===== src/rtl/coin_payer.sv =====
// Customer-side coin issuer: pays a requested amount in 2/1-yuan pulses,
// stops on the vendor's first vend and reports change, remainder and timeout.
module coin_payer #(
   parameter int AMT_W   = 4,
   parameter int GAP     = 1,
   parameter int TIMEOUT = 16
) (
   input  logic             clk,
   input  logic             rst_n,
   input  logic             start,
   input  logic [AMT_W-1:0] amt,
   output logic             busy,
   output logic [1:0]       coin,
   input  logic             vend_vld,
   input  logic [1:0]       vend_chg,
   output logic             done,
   output logic [1:0]       done_chg,
   output logic [AMT_W-1:0] done_left,
   output logic             err
);
   localparam int GW = $clog2(GAP + 1);
   localparam int TW = $clog2(TIMEOUT + 1);

   typedef enum logic [2:0] {IDLE, COIN, GAP_S, WAIT, DONE} state_t;

   state_t           state, nstate;
   logic [AMT_W-1:0] rem, rem_d;
   logic [GW-1:0]    gap_cnt, gap_d;
   logic [TW-1:0]    to_cnt, to_d;
   logic             vended, vended_d;
   logic [1:0]       chg_cap, chg_cap_d;
   logic [1:0]       coin_d, done_chg_d;
   logic [AMT_W-1:0] done_left_d;
   logic             busy_d, done_d, err_d;
   logic             accept, active, timeout;

   assign accept  = (state == IDLE) && start && (amt != '0);
   assign active  = (state == COIN) || (state == GAP_S) || (state == WAIT);
   assign timeout = (state == WAIT) && !vend_vld && (to_cnt == TW'(1));

   always_ff @(posedge clk or negedge rst_n) begin
      if (!rst_n) begin
         state     <= IDLE;
         rem       <= '0;
         gap_cnt   <= '0;
         to_cnt    <= '0;
         vended    <= 1'b0;
         chg_cap   <= 2'd0;
         coin      <= 2'd0;
         busy      <= 1'b0;
         done      <= 1'b0;
         done_chg  <= 2'd0;
         done_left <= '0;
         err       <= 1'b0;
      end else begin
         state     <= nstate;
         rem       <= rem_d;
         gap_cnt   <= gap_d;
         to_cnt    <= to_d;
         vended    <= vended_d;
         chg_cap   <= chg_cap_d;
         coin      <= coin_d;
         busy      <= busy_d;
         done      <= done_d;
         done_chg  <= done_chg_d;
         done_left <= done_left_d;
         err       <= err_d;
      end
   end

   // A vend arriving in the final gap cycle itself still ends the payment.
   always_comb begin
      nstate = state;
      case (state)
         IDLE:  if (accept) nstate = COIN;
         COIN:  nstate = GAP_S;
         GAP_S: if (gap_cnt == GW'(1)) begin
                   if (vended || vend_vld) nstate = DONE;
                   else if (rem != '0)     nstate = COIN;
                   else                    nstate = WAIT;
                end
         WAIT:  if (vend_vld || timeout) nstate = DONE;
         DONE:  nstate = IDLE;
         default: nstate = IDLE;
      endcase
   end

   // Registered outputs are computed from the next state so they line up with it.
   always_comb begin
      rem_d       = rem;
      gap_d       = gap_cnt;
      to_d        = to_cnt;
      vended_d    = vended;
      chg_cap_d   = chg_cap;
      done_chg_d  = done_chg;
      done_left_d = done_left;
      err_d       = err;

      if (accept)             rem_d = amt;
      else if (state == COIN) rem_d = rem - AMT_W'(coin);

      if (state == COIN)       gap_d = GW'(GAP);
      else if (state == GAP_S) gap_d = gap_cnt - GW'(1);

      if (state == GAP_S && nstate == WAIT) to_d = TW'(TIMEOUT);
      else if (state == WAIT)               to_d = to_cnt - TW'(1);

      if (accept) begin
         vended_d   = 1'b0;
         chg_cap_d  = 2'd0;
         done_chg_d = 2'd0;
         done_left_d = '0;
         err_d      = 1'b0;
      end else if (active && vend_vld && !vended) begin
         vended_d  = 1'b1;
         chg_cap_d = vend_chg;
      end

      if (nstate == DONE) begin
         done_chg_d  = timeout ? 2'd0 : chg_cap_d;
         done_left_d = timeout ? '0 : rem_d;
         err_d       = timeout;
      end

      coin_d = 2'd0;
      if (nstate == COIN) coin_d = (rem_d >= AMT_W'(2)) ? 2'd2 : 2'd1;
      busy_d = (nstate != IDLE);
      done_d = (nstate == DONE);
   end
endmodule


===== config.mk =====
export PLATFORM = sky130hd
export DESIGN_NAME = coin_payer
export DESIGN_NICKNAME = d
export VERILOG_FILES = /design/src/rtl/coin_payer.sv
export SDC_FILE = /design/constraint.sdc
export NUM_CORES = 1
export LEC_CHECK = 0
export CORE_UTILIZATION = 55
export CTS_CLUSTER_DIAMETER = 200
export DETAILED_ROUTE_END_ITERATION = 6
export GPL_ROUTABILITY_DRIVEN = 0
export PLACE_DENSITY_LB_ADDON = 0.12
export SYNTH_ARGS = -nofsm -noshare
export SYNTH_HDL_FRONTEND = slang
export SYNTH_SLANG_ARGS = --single-unit

===== constraint.sdc =====
create_clock -name clk -period 5.5 [get_ports clk]
set_clock_uncertainty 0.2 [all_clocks]
set_input_delay 1.375 -clock clk [delete_from_list [all_inputs] [get_ports clk]]
set_output_delay 1.375 -clock clk [all_outputs]
set_load 0.005 [all_outputs]

# Word-level counts from Yosys, hierarchy flattened

Cells that the tools add are included.

Bits in registers: 27
Bits in latches: 0
RAM bits: 0
Bits in read-only memories: 0
Bits of input ports: 10
Memories kept: 0

Add/subtract/negate cells: 3
Multipliers: 0
Divide/modulo/power cells: 0
$lt $le $gt $ge: 1
Equal/unequal tests: 7
Shift operators: 0
Multiplexer cells: 26
Bitwise logic cells: 0
Reductions and logical operators: 21

Operators with widths:

| cell                                                                                 | count |
|---|---|
| 4-bit 2-to-1 mux                                                                     | 5 |
| 2-bit 2-to-1 mux                                                                     | 8 |
| 3-bit 2-to-1 mux                                                                     | 4 |
| 3-bit one-hot mux with 4 select lines                                                | 1 |
| 5-bit 2-to-1 mux                                                                     | 2 |
| 3-bit by 2-bit == test with 1-bit output (second input constant)                     | 3 |
| 2-bit nonzero test                                                                   | 4 |
| 4-bit nonzero test                                                                   | 2 |
| 1-bit logical AND                                                                    | 7 |
| 3-bit by 1-bit == test with 1-bit output (second input constant)                     | 2 |
| 1-bit 2-to-1 mux                                                                     | 6 |
| 5-bit by 1-bit == test with 1-bit output (second input constant)                     | 1 |
| 5-bit by 1-bit subtractor with 5-bit output (second input constant)                  | 1 |
| 4-bit by 2-bit greater-or-equal comparator with 1-bit output (second input constant) | 1 |
| 1-bit logical OR                                                                     | 4 |
| 4-bit by 2-bit subtractor with 4-bit output                                          | 1 |
| 3-bit == test (second input constant)                                                | 1 |
| 3-bit logical NOT                                                                    | 1 |
| 3-bit nonzero test                                                                   | 1 |
| 1-bit logical NOT                                                                    | 2 |
| 1-bit subtractor (second input constant)                                             | 1 |

# Depth between registers and ports, before layout

Gate-level depths: netlist of the first run.

Depth after elaboration: 9
Gate-level depth with buffers: 9
Depth with buffers taken out: 9

# Worst setup path after synthesis of the first run

OpenSTA, ideal clock, no wires.

Path type: input -> register
Start: in amt[0]
End: reg busy
Data arrival time: 2,544 ps
Required time: 5,169 ps
Setup slack: 2,625 ps
Stages: 4
Path buffers: 0
Cell sequence: nor4_1 > nor2_2 > a211o_1 > or3_1

Cells in the longest elaborated chain, start to end: 5

RTL lines:

| element                               | line | RTL |
|---|---|---|
| start, declared                       | 11   | `input logic [AMT_W-1:0] amt,` |
| 4-bit nonzero test                    | 37   | `assign accept = (state == IDLE) && start && (amt != '0);` |
| 1-bit logical AND                     | 37   |  |
| 3-bit 2-to-1 mux                      | 75   | `IDLE: if (accept) nstate = COIN;` |
| 3-bit one-hot mux with 4 select lines | 74   | `case (state)` |
| via nstate[0]                         | 26   | `state_t state, nstate;` |
| 3-bit nonzero test                    | 127  | `busy_d = (nstate != IDLE);` |
| via busy_d                            | 34   | `logic busy_d, done_d, err_d;` |
| end signal, assigned                  | 63   | `busy <= busy_d;` |
| end, declared                         | 12   | `output logic busy,` |

The timed path passes the listed nets, and every way through them passes these cells.
A chain may end at the register's enable or synchronous reset.

# Worst setup path in the final report of the first run

Start: in amt[0]
End: reg to_cnt[1]

Cells in the longest elaborated chain, start to end: 7
Elaborated cells between the ends (all ways): 8

RTL lines:

| element                                                | line | RTL |
|---|---|---|
| 4-bit nonzero test (*)                                 | 37   |  |
| 1-bit logical AND (*)                                  | 37   |  |
| 3-bit 2-to-1 mux (*)                                   | 75   |  |
| 3-bit one-hot mux with 4 select lines (*)              | 74   |  |
| via nstate[0]                                          | 26   |  |
| 3-bit by 2-bit == test with 1-bit output (*)           | 105  | `if (state == GAP_S && nstate == WAIT) to_d = TW'(TIMEOUT);` |
| 1-bit logical AND (*)                                  | 105  |  |
| 5-bit 2-to-1 mux or 2-bit nonzero test (tied branches) | -    |  |
| end signal, assigned                                   | 59   | `to_cnt <= to_d;` |
| end, declared                                          | 29   | `logic [TW-1:0] to_cnt, to_d;` |

Mark *: on every way through the listed nets, which the timed path passes. The rest lies on a longest branch.

==> results of run 1 <==
## registers in the layout, indices dropped and copies added, names as in the netlist
name and flops:
busy 1, chg_cap 2, coin 2, done 1, done_chg 2, done_left 4, err 1, gap_cnt 1
rem 4, state 3, to_cnt 5, vended 1
## worst register-to-register path, cell delays in order (launching register included)
cell and delay, ps:
dfrtp_1 420, inv_1 60, ha_1 180, inv_1 60, fa_1 370, nor4b_1 310, xnor2_1 160, o21ai_1 130
nor3_2 230, nor2b_4 160
## stage by stage
stage | cell area [um2] | hold WS, ps | worst slack [ps]
global placement | 1610 | 294 | 2020
global route | 1630 | 355 | 2130
finish | 1630 | 332 | 2280
floorplan | 1390 | 289 | 2620
CTS | 1630 | 333 | 2270
detailed placement | 1610 | 290 | 1950
## kinds of logic after synthesis
| group | Yosys count | synth area share [%] |
|---|---|---|
| adders and majority gates | 5 | 5.04 |
| DFF | 27 | 48.6 |
| xor gates and xnor gates | 4 | 2.52 |
| buffers and inverters | 13 | 4.23 |
| muxes | 4 | 3.15 |
| and+or+nand+nor | 52 | 23.3 |
| AOI/OAI and AO/OA | 24 | 13.2 |
## power by group through the flow
stage | clock network [mW] | logic [mW] | registers, mW
floorplan | 0 | 0.293 | 0.331
global placement | 0 | 0.382 | 0.356
detailed placement | 0 | 0.398 | 0.362
CTS | 0.0857 | 0.400 | 0.358
global route | 0.0929 | 0.444 | 0.371
finish | 0.0844 | 0.399 | 0.359
## placed cells by master (no fill, tap or decap), types with 2 or more instances in the layout
cell type        instances
dfrtp_1                 27
clkdlybuf4s50_1         20
nor2_1                  12
inv_1                    8
nand2_1                  7
nor4b_1                  5
and2_1                   5
a22oi_1                  4
a21oi_1                  4
ha_1                     4
nor3_1                   3
mux2_2                   3
xnor2_1                  3
a22o_1                   3
clkbuf_4                 3
nor4_1                   2
nor3b_1                  2
o31ai_1                  2
a211oi_1                 2
o21ai_0                  2
nand2b_1                 2
o21ai_1                  2
o21ba_2                  2
## cell type report
| type | count | area, um2 |
|---|---|---|
| flip-flops and latches | 27 | 676 |
| fillers | 175 | 666 |
| multi-input cells | 89 | 657 |
| repair buffers | 21 | 208 |
| well taps | 28 | 35.0 |
| inverters | 8 | 30.0 |
| clock buffers | 4 | 26.3 |
## layer usage
metal  GRT usage [%]  up-vias  wire (um)
met1            34.6      507       1340
li1                -      497          -
met3            3.48        2         69
met4            2.63        0         15
met5               0        -          0
met2            40.1       16       1410
## final timing paths
kind,end,start
setup / recovery,to_cnt[1],amt[0]
hold / removal,done_left[3],done_left[3]
setup reg to reg,coin[0],rem[0]
hold reg to reg,done_left[3],done_left[3]
max in group asynchronous,gap_cnt,rst_n
min in group asynchronous,state[1],rst_n
==> results.json, run 1 <==
{
  "status": "finished clean",
  "nets": 165,
  "clock-sinks": 27,
  "crit_chain": "clkdlybuf4s50_1 > nor4_1 > nor2_2 > a211o_1 > and2_1 > a211oi_1",
  "cts_resized": 0,
  "grt_pass1_wl_um": 4790,
  "slew_headroom_pct": 64.8,
  "worst_pin_slew_ps": 521,
  "path_depth": 6,
  "worstSetupStartpointType": "input port",
  "h-tree-depth": 1,
  "die_w_um": 52.3,
  "start_util_pct": 60.6,
  "hp-class": "flip-flop to flip-flop",
  "netlist_instances": 129,
  "grt_max_degree": 28,
  "p_sw_share_pct": 39.4,
  "yosys.area.top_type": "dfrtp_1",
  "synth_cell_types": 44,
  "drtPass1Iterations": 4,
  "drv_cap": 0,
  "rsz0062_at_grt": "false",
  "clkTransAtPathRegs_ps": 140,
  "ant_nets": 0,
  "hold_viol_final": 0,
  "power_density_nw_per_um2": 516,
  "dp.cells": 173,
  "ys_top_cells_by_count": "dfrtp_1 (27), nor2_1 (12), inv_1 (8)",
  "clockPowerShare_pct": 10.0,
  "holdPathStages": 1,
  "synth-main-ff-cell": "dfrtp_1",
  "syn_avg_cell_area_um2": 10.8,
  "internal_power_mw": 0.510,
  "finalMaxSlewViolations": 0,
  "period_needed_ps": 3220,
  "antenna_found_initial": 0,
  "synth_seq_cells": 27,
  "wire_per_inst_um": 16.0,
  "final_util_pct": 71.0,
  "synth_top_area_share_pct": 48.6,
  "route.detailed.drc": 0,
  "grt.total_usage_pct": 24.1,
  "endpoint_kind": "flip-flop",
  "grt_pass1_vias": 1014,
  "die_y_um": 52.3,
  "power_frac_seq_pct": 42.6,
  "p_comb_share_pct": 47.4,
  "viasPerCell": 5.77,
  "n_antenna_cell": 0,
  "syn2layout_area_growth_pct": 17.3,
  "drive_gt1_share_pct": 11.4,
  "numCtsBuffers": 3,
  "crit_family": "simple AND/OR/NAND/NOR gates",
  "rr_worst_depth": 9,
  "cp_max_fo": 8,
  "synth_warnings": 0,
  "grt_remaining_overflow": 0,
  "synth_edf_count": 0,
  "die-area_um2": 2730,
  "post-synth-top-count-cell": "dfrtp_1",
  "vias": 1022,
  "cts_tree": "built",
  "finalNonFillerCells": 177,
  "clock_latency_ps": 310,
  "r2r_slack_ps": 3170,
  "io_buffers": 20,
  "syn-num-nets": 144,
  "ioPinCount": 21,
  "finalSetupViolations": 0,
  "first_iter_violations": 9,
  "fmax_mhz": 311,
  "seq_area_frac_synth_pct": 48.6,
  "dp_hpwl_um": 2110,
  "clockBufferDepth": 2,
  "p_switching_mw": 0.332,
  "arrival_ps": 3240,
  "totalWireLength_um": 2830,
  "core_um2": 2300,
  "post_cts_buffers": 0,
  "netlist_area_um2": 1390,
  "layout_worst_path_cycle_share_pct": 58.5,
  "finalPower_mw": 0.842,
  "cts_root_buffer": "clkbuf_4",
  "synth.area.top_cells": "dfrtp_1 (49%), ha_1 (3.6%), nor2_1 (3.2%)",
  "p_leak_nw": 0.700,
  "ctsHoldBuffers": 0,
  "required_ps": 5520,
  "worst_path_largest_cell_delay_ps": 490,
  "core.rowCount": 17,
  "critPathKind": "input port to flip-flop",
  "setup_tns_ps": 0,
  "crit_slowest_cell": "nor4_1",
  "cp_num_buf_inv": 1,
  "async_flop_share_pct": 100,
  "irDropWorstVdd_v": 0.000378
}
Note: power is estimated with default switching activity, not from simulation.
==> inputs of run 2 (changes only) <==
CORE_UTILIZATION = 53   (was 55)
clock period = 3.1 ns   (was 5.5 ns; I/O delays follow)
==> run 2 against run 1 <==
  * Combinational power rose by 78%
  * Highest routed layer unchanged
  * Critical path depth is the same
  * Register-to-register slack lost 2400 ps
  * Cell count up 2.3%
  * Largest power group unchanged
  * Flip-flop and latch count stayed put
  * Cell area rose by 1.3%
  * Die area up 3.6%
  * Clock power grew 86%
  * Hold slack got worse by 9.4 ps
  * Setup slack got worse by 1700 ps
==> results.json, run 2 (synthesis gave the netlist of run 1 again) <==
{
  "ctsHoldBuffers": 0,
  "numCtsBuffers": 3,
  "finalPower_mw": 1.49,
  "worstSetupStartpointType": "input port",
  "grt.total_usage_pct": 22.7,
  "die_w_um": 53.2,
  "dp_hpwl_um": 2060,
  "wire_per_inst_um": 14.9,
  "h-tree-depth": 1,
  "core_um2": 2480,
  "mostFrequentLayoutCells": "dfrtp_1 (27), clkdlybuf4s50_1 (20), nor2_1 (12)",
  "clkTransAtPathRegs_ps": 160,
  "r2r_start": "rem[0]",
  "layout_worst_path_cycle_share_pct": 81.9,
  "fillCellCount": 193,
  "largest_reg_flops": 5,
  "regMostFlops": "to_cnt",
  "grt_remaining_overflow": 0,
  "critPathKind": "input port to flip-flop",
  "clock_latency_ps": 320,
  "clock-sinks": 27,
  "hp-class": "flip-flop to flip-flop",
  "irDropWorstVdd_v": 0.000610,
  "arrival_ps": 2580,
  "drtPass1Iterations": 4,
  "nets": 167,
  "grt_max_degree": 28,
  "die-area_um2": 2830,
  "finalSetupViolations": 0,
  "drive_gt1_share_pct": 13.2,
  "reg_top3": "to_cnt: 5 flops, done_left: 4 flops, rem: 4 flops",
  "antenna_found_initial": 0,
  "clockBufferDepth": 2,
  "start_util_pct": 56.2,
  "seq_area_um2": 676,
  "cts_tree": "built",
  "setup_tns_ps": 0,
  "core.rowCount": 18,
  "worst_path_largest_cell_delay_ps": 500,
  "slew_headroom_pct": 57.8,
  "cp_max_fo": 5,
  "layout_commonest_cell": "dfrtp_1",
  "viasPerCell": 5.63,
  "worst_pin_slew_ps": 624,
  "cts_root_buffer": "clkbuf_4",
  "crit_chain": "clkdlybuf4s50_1 > nor4_1 > nor2_2 > a211o_1 > and2_1 > a211oi_1",
  "period_needed_ps": 2540,
  "cts_resized": 0,
  "ant_nets": 0,
  "required_ps": 3140,
  "n_antenna_cell": 0,
  "multi_input_area_um2": 657,
  "route.detailed.drc": 0,
  "endpoint_kind": "flip-flop",
  "grt_pass1_vias": 985,
  "io_buffers": 20,
  "finalMaxSlewViolations": 0,
  "crit_slowest_cell": "nor4_1",
  "rsz0062_at_grt": "false",
  "grt_pass1_wl_um": 4530,
  "ioPinCount": 21,
  "hold_viol_final": 0,
  "vias": 1019,
  "totalWireLength_um": 2700,
  "final_util_pct": 66.7,
  "fmax_mhz": 394,
  "post_cts_buffers": 0,
  "power_density_nw_per_um2": 904,
  "p_leak_nw": 0.709,
  "syn2layout_area_growth_pct": 18.8,
  "status": "finished clean",
  "cp-startpoint": "amt[0]",
  "first_iter_violations": 12,
  "drv_cap": 0,
  "holdWs_ps": 322,
  "hp-start": "done_left[1]",
  "die_y_um": 53.2
}
## run 2: path summary, 6_finish.rpt
| check | end | slack [ps] | cells past startpoint |
|---|---|---|---|
| worst max-delay path | to_cnt[1] | 560 | 6 |
| worst min-delay path | done_left[1] | 320 | 1 |
| worst max register to register | coin[0] | 770 | 9 |
| worst min register to register | done_left[1] | 320 | 1 |
| max in group asynchronous | state[2] | 1840 | 2 |
| min in group asynchronous | gap_cnt | 590 | 2 |
## run 2: worst max-delay path: cells and delay by family
family,cells,cell delay [ps]
compound gates,2,550
simple gates,3,830
buf+inv,1,430
## run 2: where the power goes
part	total (mW)	switching, mW	leakage, nW	internal [mW]
clock	0.157	0.107	0.0139	0.0492
sequential	0.629	0.131	0.339	0.497
combinational	0.709	0.345	0.357	0.364
## run 2: through the flow
stage | instances | worst slack, ps | area [um2]
after floorplan | 129 | 825 | 1390
after global placement | 177 | 325 | 1620
after detailed placement | 177 | 240 | 1620
after CTS | 181 | 576 | 1650
after global routing | 181 | 476 | 1650
final | 181 | 560 | 1650
## run 2: final cells by class
class / instances / share of cell area, %
repair buffers: 23 / 13.5
clock inverters: 1 / 0.454
multi-input cells: 89 / 39.7
flip-flops and latches: 27 / 40.9
well taps: 30 / 2.27
clock buffers: 3 / 1.36
inverters: 8 / 1.82
## run 2: per-layer routing
layer	vias to the layer above	wire length [um]	track usage, %
met1	500	1330	32.4
met2	13	1310	35.6
met4	0	12	6.14
met3	2	56	3.45
li1	504	-	-
met5	-	0	0
==> inputs of run 3 (changes only) <==
clock period = 2.5 ns   (was 3.1 ns; I/O delays follow)
==> run 3 against run 2 <==
  * Cell area rose by 4.0%
  * First-iteration DRC count rose by 100%
  * Setup slack got worse by 400 ps
  * Critical endpoint is now coin[0]
  * Critical path type is now flip-flop to flip-flop
  * Routed wire length rose by 11%
  * Largest power group unchanged
  * Critical path depth rose by 3
==> results.json, run 3 (synthesis gave the netlist of run 1 again) <==
{
  "status": "finished clean",
  "period_needed_ps": 2340,
  "rr_worst_depth": 9,
  "holdPathStages": 1,
  "setup_tns_ps": 0,
  "arrival_ps": 2430,
  "power_density_nw_per_um2": 1130,
  "drtPass1Iterations": 4,
  "final_util_pct": 69.4,
  "nets": 175,
  "regMostFlops": "to_cnt",
  "finalMaxSlewViolations": 0,
  "grt.total_usage_pct": 25.4,
  "r2r_start": "rem[0]",
  "die-area_um2": 2830,
  "finalPower_mw": 1.95,
  "required_ps": 2590,
  "r2r_slack_ps": 160,
  "clock_latency_ps": 340,
  "mostFrequentLayoutCells": "dfrtp_1 (27), clkdlybuf4s50_1 (20), nor2_1 (12)",
  "clockBufferDepth": 2,
  "layout_commonest_cell": "dfrtp_1",
  "worst_pin_slew_ps": 390,
  "syn2layout_area_growth_pct": 23.6,
  "route.detailed.drc": 0,
  "antenna_found_initial": 0,
  "worstReg2RegEnd": "coin[0]",
  "cts_tree": "built",
  "finalSetupViolations": 0,
  "numCtsBuffers": 3,
  "vias": 1094,
  "final_cell_area_um2": 1720,
  "hp-start": "done_left[2]",
  "clock-sinks": 27,
  "wire_per_inst_um": 15.8,
  "totalWireLength_um": 2990,
  "first_iter_violations": 24,
  "worstSetupStartpointType": "flip-flop",
  "reg_top3": "to_cnt: 5 flops, done_left: 4 flops, rem: 4 flops",
  "core_um2": 2480,
  "largest_reg_flops": 5,
  "rsz0062_at_grt": "false",
  "ant_nets": 0,
  "h-tree-depth": 1,
  "fmax_mhz": 427,
  "drv_cap": 0,
  "cp_max_fo": 3,
  "placed_area_um2": 1680,
  "drive_gt1_share_pct": 18.2,
  "hold_viol_final": 0,
  "post-place-ws_ps": -138,
  "core.rowCount": 18,
  "grt_pass1_wl_um": 5110,
  "holdPathEnd": "done_left[2]",
  "critPathKind": "flip-flop to flip-flop",
  "slew_headroom_pct": 73.8,
  "n_antenna_cell": 0,
  "grt_remaining_overflow": 0,
  "hp-class": "flip-flop to flip-flop",
  "grt_pass1_vias": 1132,
  "fin_ws_ps": 159,
  "io_buffers": 20,
  "layout_worst_path_cycle_share_pct": 93.6,
  "die_y_um": 53.2,
  "start_util_pct": 56.2,
  "p_leak_nw": 0.750,
  "clkTransAtPathRegs_ps": 150,
  "post_cts_buffers": 0,
  "grt_max_degree": 28,
  "die_w_um": 53.2,
  "dp_hpwl_um": 2250,
  "viasPerCell": 5.79,
  "ioPinCount": 21,
  "cts_root_buffer": "clkbuf_4",
  "endpoint_kind": "flip-flop",
  "irDropWorstVdd_v": 0.000735
}
==> run 3: cell types whose count changed in the layout (fill, tap and decap cells not counted) <==
cell	change
nor4b_2	+1
nor4b_1	-1
buf_4	+8
==> run 3: worst max path at each step <==
stage               from  endpoint  slack [ps]  cells after the start
2_1_floorplan   state[2]   coin[0]         360                      6
3_3_place_gp       start   coin[0]         -60                      7
3_5_place_dp       start   coin[0]        -140                      6
4_1_cts        to_cnt[1]      busy         120                      7
5_1_grt           rem[0]   coin[0]          40                      9
6_report          rem[0]   coin[0]         160                      9
==> run 3: metrics by stage <==
step / instances / hold slack (ps)
floorplan: 129 / 129
global placement: 185 / 295
detailed placement: 185 / 290
CTS: 189 / 332
global route: 189 / 342
finish: 189 / 331
==> run 3: repair_timing <==
action                     4_1_cts  5_1_grt
hold buffers                     0        0
setup endpoints to repair        0        3
resized for setup                0        1
hold endpoints to repair         0        0
==> run 3: final cells by class <==
type | instances | area, um2
timing repair buffer | 31 | 283
multi-input combinational | 89 | 663
fill | 208 | 758
clock inverter | 1 | 7.51
clock buffer | 3 | 22.5
tap | 30 | 37.5
sequential | 27 | 676
inverter | 8 | 30.0
==> run 3: layer usage <==
metal	vias up	share of wire, %	GRT usage [%]
met2	28	49	41.0
li1	515	-	-
met4	0	1.7	11.4
met3	5	3.2	3.45
met5	-	0	0
met1	546	46	33.6
==> run 3: worst max-delay path: stages (launching register included) <==
cell     delay [ps]
dfrtp_1         430
inv_1            60
ha_1            150
inv_1            50
fa_1            370
nor4b_1         330
xnor2_1         160
o21ai_1         130
nor3_2          250
nor2b_4         170
==> run 3: report_power, final <==
part           leakage, nW  switching (mW)  internal, mW
Combinational        0.397           0.482         0.504
Clock               0.0139           0.139        0.0614
Sequential           0.339           0.146         0.617
Total                0.750           0.767          1.18
==> variant 1, RTL diff (settings of run 2) <==
The 5 states of `state_t` get a one-hot encoding in 5 bits.
--- a/src/rtl/coin_payer.sv
+++ b/src/rtl/coin_payer.sv
@@ -22,5 +22,5 @@
    localparam int TW = $clog2(TIMEOUT + 1);
 
-   typedef enum logic [2:0] {IDLE, COIN, GAP_S, WAIT, DONE} state_t;
+   typedef enum logic [4:0] {IDLE = 5'b00001, COIN = 5'b00010, GAP_S = 5'b00100, WAIT = 5'b01000, DONE = 5'b10000} state_t;
 
    state_t           state, nstate;
Function: no difference found for any inputs over 10 cycles, from zero or initial values and one cycle with rst_n low; not proved beyond that.
==> variant 1 against run 2 <==
Setup slack better by 0.045 ns; clock power is 64% higher; area after synthesis grew 6.8%; final area up 8.3%; routed wire length grew 15%; die area up 6.6%; total power shrank 13%; sequential cell count up 2; highest routed layer unchanged.
==> variant 1: results (changes against run 2) <==
* Status: finished, final reports clean
* Reg clk slew, reported paths at 0.09 ns (-0.07 ns)
* P_leak at 0.801 nW (+13%)
* Drt initial violations at 33 (+21)
* R2r worst-path depth at 5 (-4)
* Final-stage net count at 185 (+11%)
* Vias in the first global route at 1,161 (+18%)
* First-pass GRT wire length at 5320 microns (+17%)
* Seq/Total Area, Yosys at 48.9% (+0.34 points)
* Initial antenna violation count at 0 (unchanged)
* H-tree depth at 2 (+1)
* Cell Int Power at 0.000826 W (-9.3%)
* Crit path DAT at 2.51 ns (-0.07 ns)
* Post-synth net total at 161 (+12%)
* DRT Wirelength at 3090 microns (+15%)
* Ranking of synthesized cells by area: dfrtp_1 47%, ha_1 3.4%, nor2_1 2.8%
* Worst Setup Start Kind: primary input
* CTS buffer count at 5 (+2)
* Relative slew slack at 55.8% (-2.0 points)
* CP max stage delay at 0.46 ns (-0.04 ns)
* Top Registers: state (5), to_cnt (5)
* Yosys cell types at 45 (+2.3%)
* Maximum vdd drop at 0.556 mV (-8.9%)
* Post-synth top area share at 47.1% (-1.4 points)
* Largest net degree at the start of global routing at 30 (+7.1%)
* Vias at 1,157 (+14%)
* Gr usage total at 25.8% (+3.0 points)
* Layout cells sized above 1 at 12.3% (-0.96 points)
* Fillers at 199 (+3.1%)
-- variant 1: cell types whose count changed in the layout (fill, tap and decap cells not counted), sizes merged, moves of 4 or more --
cell           run 2  this run
o21ai              4         8
a22oi              4         0
a21oi              4         8
nand3              1         7
clkbuf             3         7
and2               5         1
-- variant 1: worst register-to-register path, delay by kind of cell, from the launching register on --
family | cells | cell delay [ns]
simple gates | 2 | 0.73
mux | 1 | 0.34
buf+inv | 1 | 0.10
compound gates | 1 | 0.27
flops | 1 | 0.54
-- variant 1: through the flow --
step / std cells / utilization (%) / setup slack (ns) / area, sq um / hold WS [ns]
after global routing: 201 / 69.7 / 0.532 / 1790 / 0.333
after detailed placement: 193 / 67.0 / 0.262 / 1720 / 0.280
after global placement: 193 / 67.0 / 0.333 / 1720 / 0.287
final: 201 / 69.7 / 0.605 / 1790 / 0.311
after CTS: 201 / 69.7 / 0.607 / 1790 / 0.316
after floorplan: 146 / - / 0.857 / 1490 / 0.279
-- variant 1: cell type report --
| type | count | area, sq um | area share [%] |
|---|---|---|---|
| sequential | 29 | 727 | 40.6 |
| inverter | 11 | 41.3 | 2.31 |
| multi-input combinational | 101 | 698 | 39.0 |
| timing repair buffer | 22 | 215 | 12.0 |
| tap | 30 | 37.5 | 2.10 |
| clock inverter | 1 | 5.00 | 0.280 |
| clock buffer | 7 | 65.1 | 3.64 |
-- variant 1: worst paths after layout --
path / from / endpoint / slack (ns)
max in group asynchronous: rst_n / state[0]$_DFF_PN1_ / 1.77
min in group asynchronous: rst_n / to_cnt[2]$_DFFE_PN0P_ / 0.62
hold reg to reg: done_left[2]$_DFFE_PN0P_ / done_left[2]$_DFFE_PN0P_ / 0.31
setup / recovery: amt[0] / coin[1]$_DFF_PN0_ / 0.60
hold / removal: done_left[2]$_DFFE_PN0P_ / done_left[2]$_DFFE_PN0P_ / 0.31
setup reg to reg: state[2]$_DFF_PN0_ / coin[1]$_DFF_PN0_ / 0.82
-- variant 1: power groups by stage --
stage | clock network (W) | logic [W] | registers [W]
after floorplan | 0 | 0.000349 | 0.000533
after global placement | 0 | 0.000449 | 0.000578
after detailed placement | 0 | 0.000469 | 0.000582
after CTS | 0.000266 | 0.000475 | 0.000576
after global routing | 0.000286 | 0.000538 | 0.000592
final | 0.000258 | 0.000468 | 0.000576
-- variant 1: cell families after synthesis --
family | synth area share (%)
flops | 48.9
compound gates | 15.3
buf+inv | 4.12
xor+xnor | 4.12
simple gates | 21.1
mux | 1.68
fa+ha+maj | 4.71
-- variant 1: routing by layer --
layer | up-vias | routed length (microns) | global-route usage [%]
li1 | 570 | - | -
met1 | 555 | 1380 | 30.0
met2 | 28 | 1550 | 43.6
met3 | 4 | 140 | 9.29
met4 | 0 | 23 | 8.75
met5 | - | 0 | 0
==> variant 2, RTL diff (config.mk and constraints of run 2) <==
Without the edit above. The parameter `TIMEOUT` goes from 16 to 8.
--- a/src/rtl/coin_payer.sv
+++ b/src/rtl/coin_payer.sv
@@ -4,5 +4,5 @@
    parameter int AMT_W   = 4,
    parameter int GAP     = 1,
-   parameter int TIMEOUT = 16
+   parameter int TIMEOUT = 8
 ) (
    input  logic             clk,
Function: no difference found for any inputs over 10 cycles, from zero or initial values and one cycle with rst_n low; that may be too few to reach the edited logic, so the function may still have changed.
==> variant 2 against run 2 <==
Sequential cell count fell by 1; total power fell by 1.3%; final area fell by 4.1%; via count fell by 0.79%; setup slack got worse by 0.074 ns; area after synthesis fell by 4.1%; routed wire length fell by 0.52%; cell count fell by 5.0%; critical path type unchanged; highest routed layer unchanged.
==> variant 2: results (changes against run 2) <==
* P_leak at 0.677 nW (-4.5%)
* Seq/Total Area, Yosys at 48.8% (+0.22 points)
* Top Registers: done_left (4), rem (4), to_cnt (4)
* # port buffers at 20 (unchanged)
* DRT Pass-1 Iters at 4 (unchanged)
* First-pass GRT wire length at 4470 microns (-1.4%)
* Final-stage net count at 161 (-3.6%)
* Gr usage total at 23.4% (+0.67 points)
* Hold path startpoint: done_left[3]$_DFFE_PN0P_
* Synth cell count leaders: 26 x dfrtp_1, 17 x nor2_1, 8 x inv_1, 6 x a21oi_1
* Post-synth net total at 138 (-4.2%)
* Reg2reg setup slack at 0.59 ns (-0.18 ns)
* Drt initial violations at 28 (+16)
* Placed cell areas at 1560 sq um (-3.7%)
* Crit-path slowest cell: clkdlybuf4s50_1
* Worst setup path start: amt[0]
* Ys async rst share at 100% (unchanged)
* Post-DR wirelength/cell at 15.6 microns (+4.7%)
* Reg clk slew, reported paths at 0.13 ns (-0.03 ns)
* Ranking of synthesized cells by area: dfrtp_1 49%, nor2_1 4.8%, ha_1 3.8%
* Layout cells sized above 1 at 11.1% (-2.1 points)
* Status: finished, final reports clean
* Class of the worst hold path: register to register
* # resized after CTS at 0 (unchanged)
* Worst-Margin Slew at 0.487 ns (-0.137 ns)
* Maximum vdd drop at 0.610 mV (about the same)
* Setup Fix Bufs, Post-CTS at 0 (unchanged)
* Cell family with most CP delay: simple AND/OR/NAND/NOR gates
* Yosys cell types at 44 (unchanged)
* CP max stage delay at 0.42 ns (-0.08 ns)
* H-tree depth at 1 (unchanged)
* Yosys Warn Count at 0 (unchanged)
* Post-DP HPWL at 2010 microns (-2.7%)
* CTS buffer count at 3 (unchanged)
* Place WS at 0.140 ns (-0.0994 ns)
* Crit path DAT at 2.64 ns (+0.06 ns)
* Clock latency on the worst-skew pair at 0.32 ns (about the same)
* Max Clk Rate at 0.383 GHz (-2.8%)
* Critical path fanouts, max at 6 (+1)
* Vias at 1,011 (-0.79%)
* Clock root buffer: clkbuf_4
* Largest net degree at the start of global routing at 27 (-3.6%)
* Max clock buf depth at 2 (unchanged)
* Initial antenna violation count at 0 (unchanged)
* Antenna Nets Post-Route at 0 (unchanged)
## variant 2: metal layers
layer | part of all wire, % | vias to the layer above | wire length (microns) | global-route usage, %
met5 | 0 | - | 0 | 0
met3 | 5.5 | 5 | 148 | 3.80
met2 | 48 | 40 | 1290 | 38.0
li1 | - | 473 | - | -
met4 | 1.6 | 0 | 42 | 9.21
met1 | 45 | 493 | 1200 | 31.1
## variant 2: worst paths after layout
| check | to | cells past startpoint |
|---|---|---|
| max | coin[1]$_DFF_PN0_ | 6 |
| min | done_left[3]$_DFFE_PN0P_ | 1 |
| max reg2reg | coin[1]$_DFF_PN0_ | 9 |
| min reg2reg | done_left[3]$_DFFE_PN0P_ | 1 |
| max in group asynchronous | to_cnt[3]$_DFFE_PN0P_ | 2 |
| min in group asynchronous | coin[1]$_DFF_PN0_ | 2 |
## variant 2: logic make-up after synthesis
| kind of cell | Yosys count | synth area share (%) |
|---|---|---|
| compound gates | 26 | 13.7 |
| xor+xnor | 5 | 3.28 |
| fa+ha+maj | 5 | 5.25 |
| buf+inv | 12 | 3.85 |
| flops | 26 | 48.8 |
| mux | 6 | 5.72 |
| simple gates | 43 | 19.4 |
## variant 2: cell type report
class | instances | area (sq um)
Clock buffer | 3 | 22.5
Fill cell | 190 | 712
Inverter | 8 | 30.0
Multi-Input combinational cell | 85 | 632
Sequential cell | 26 | 651
Tap cell | 28 | 35.0
Timing Repair Buffer | 22 | 215
## variant 2: power breakdown
part / internal [W] / switching [W] / leakage [nW]
Clock: 0.0000456 / 0.0000949 / 0.0138
Sequential: 0.000481 / 0.000142 / 0.325
Combinational: 0.000373 / 0.000339 / 0.339
Total: 0.000900 / 0.000576 / 0.677
## variant 2: per-stage QoR
stage,power (W),instances,util [%],hold WS [ns]
detailed placement,0.00134,169,68.0,0.286
CTS,0.00148,172,69.0,0.329
global route,0.00159,172,69.0,0.352
floorplan,0.00108,123,-,0.279
finish,0.00148,172,69.0,0.324
global placement,0.00130,169,68.0,0.286
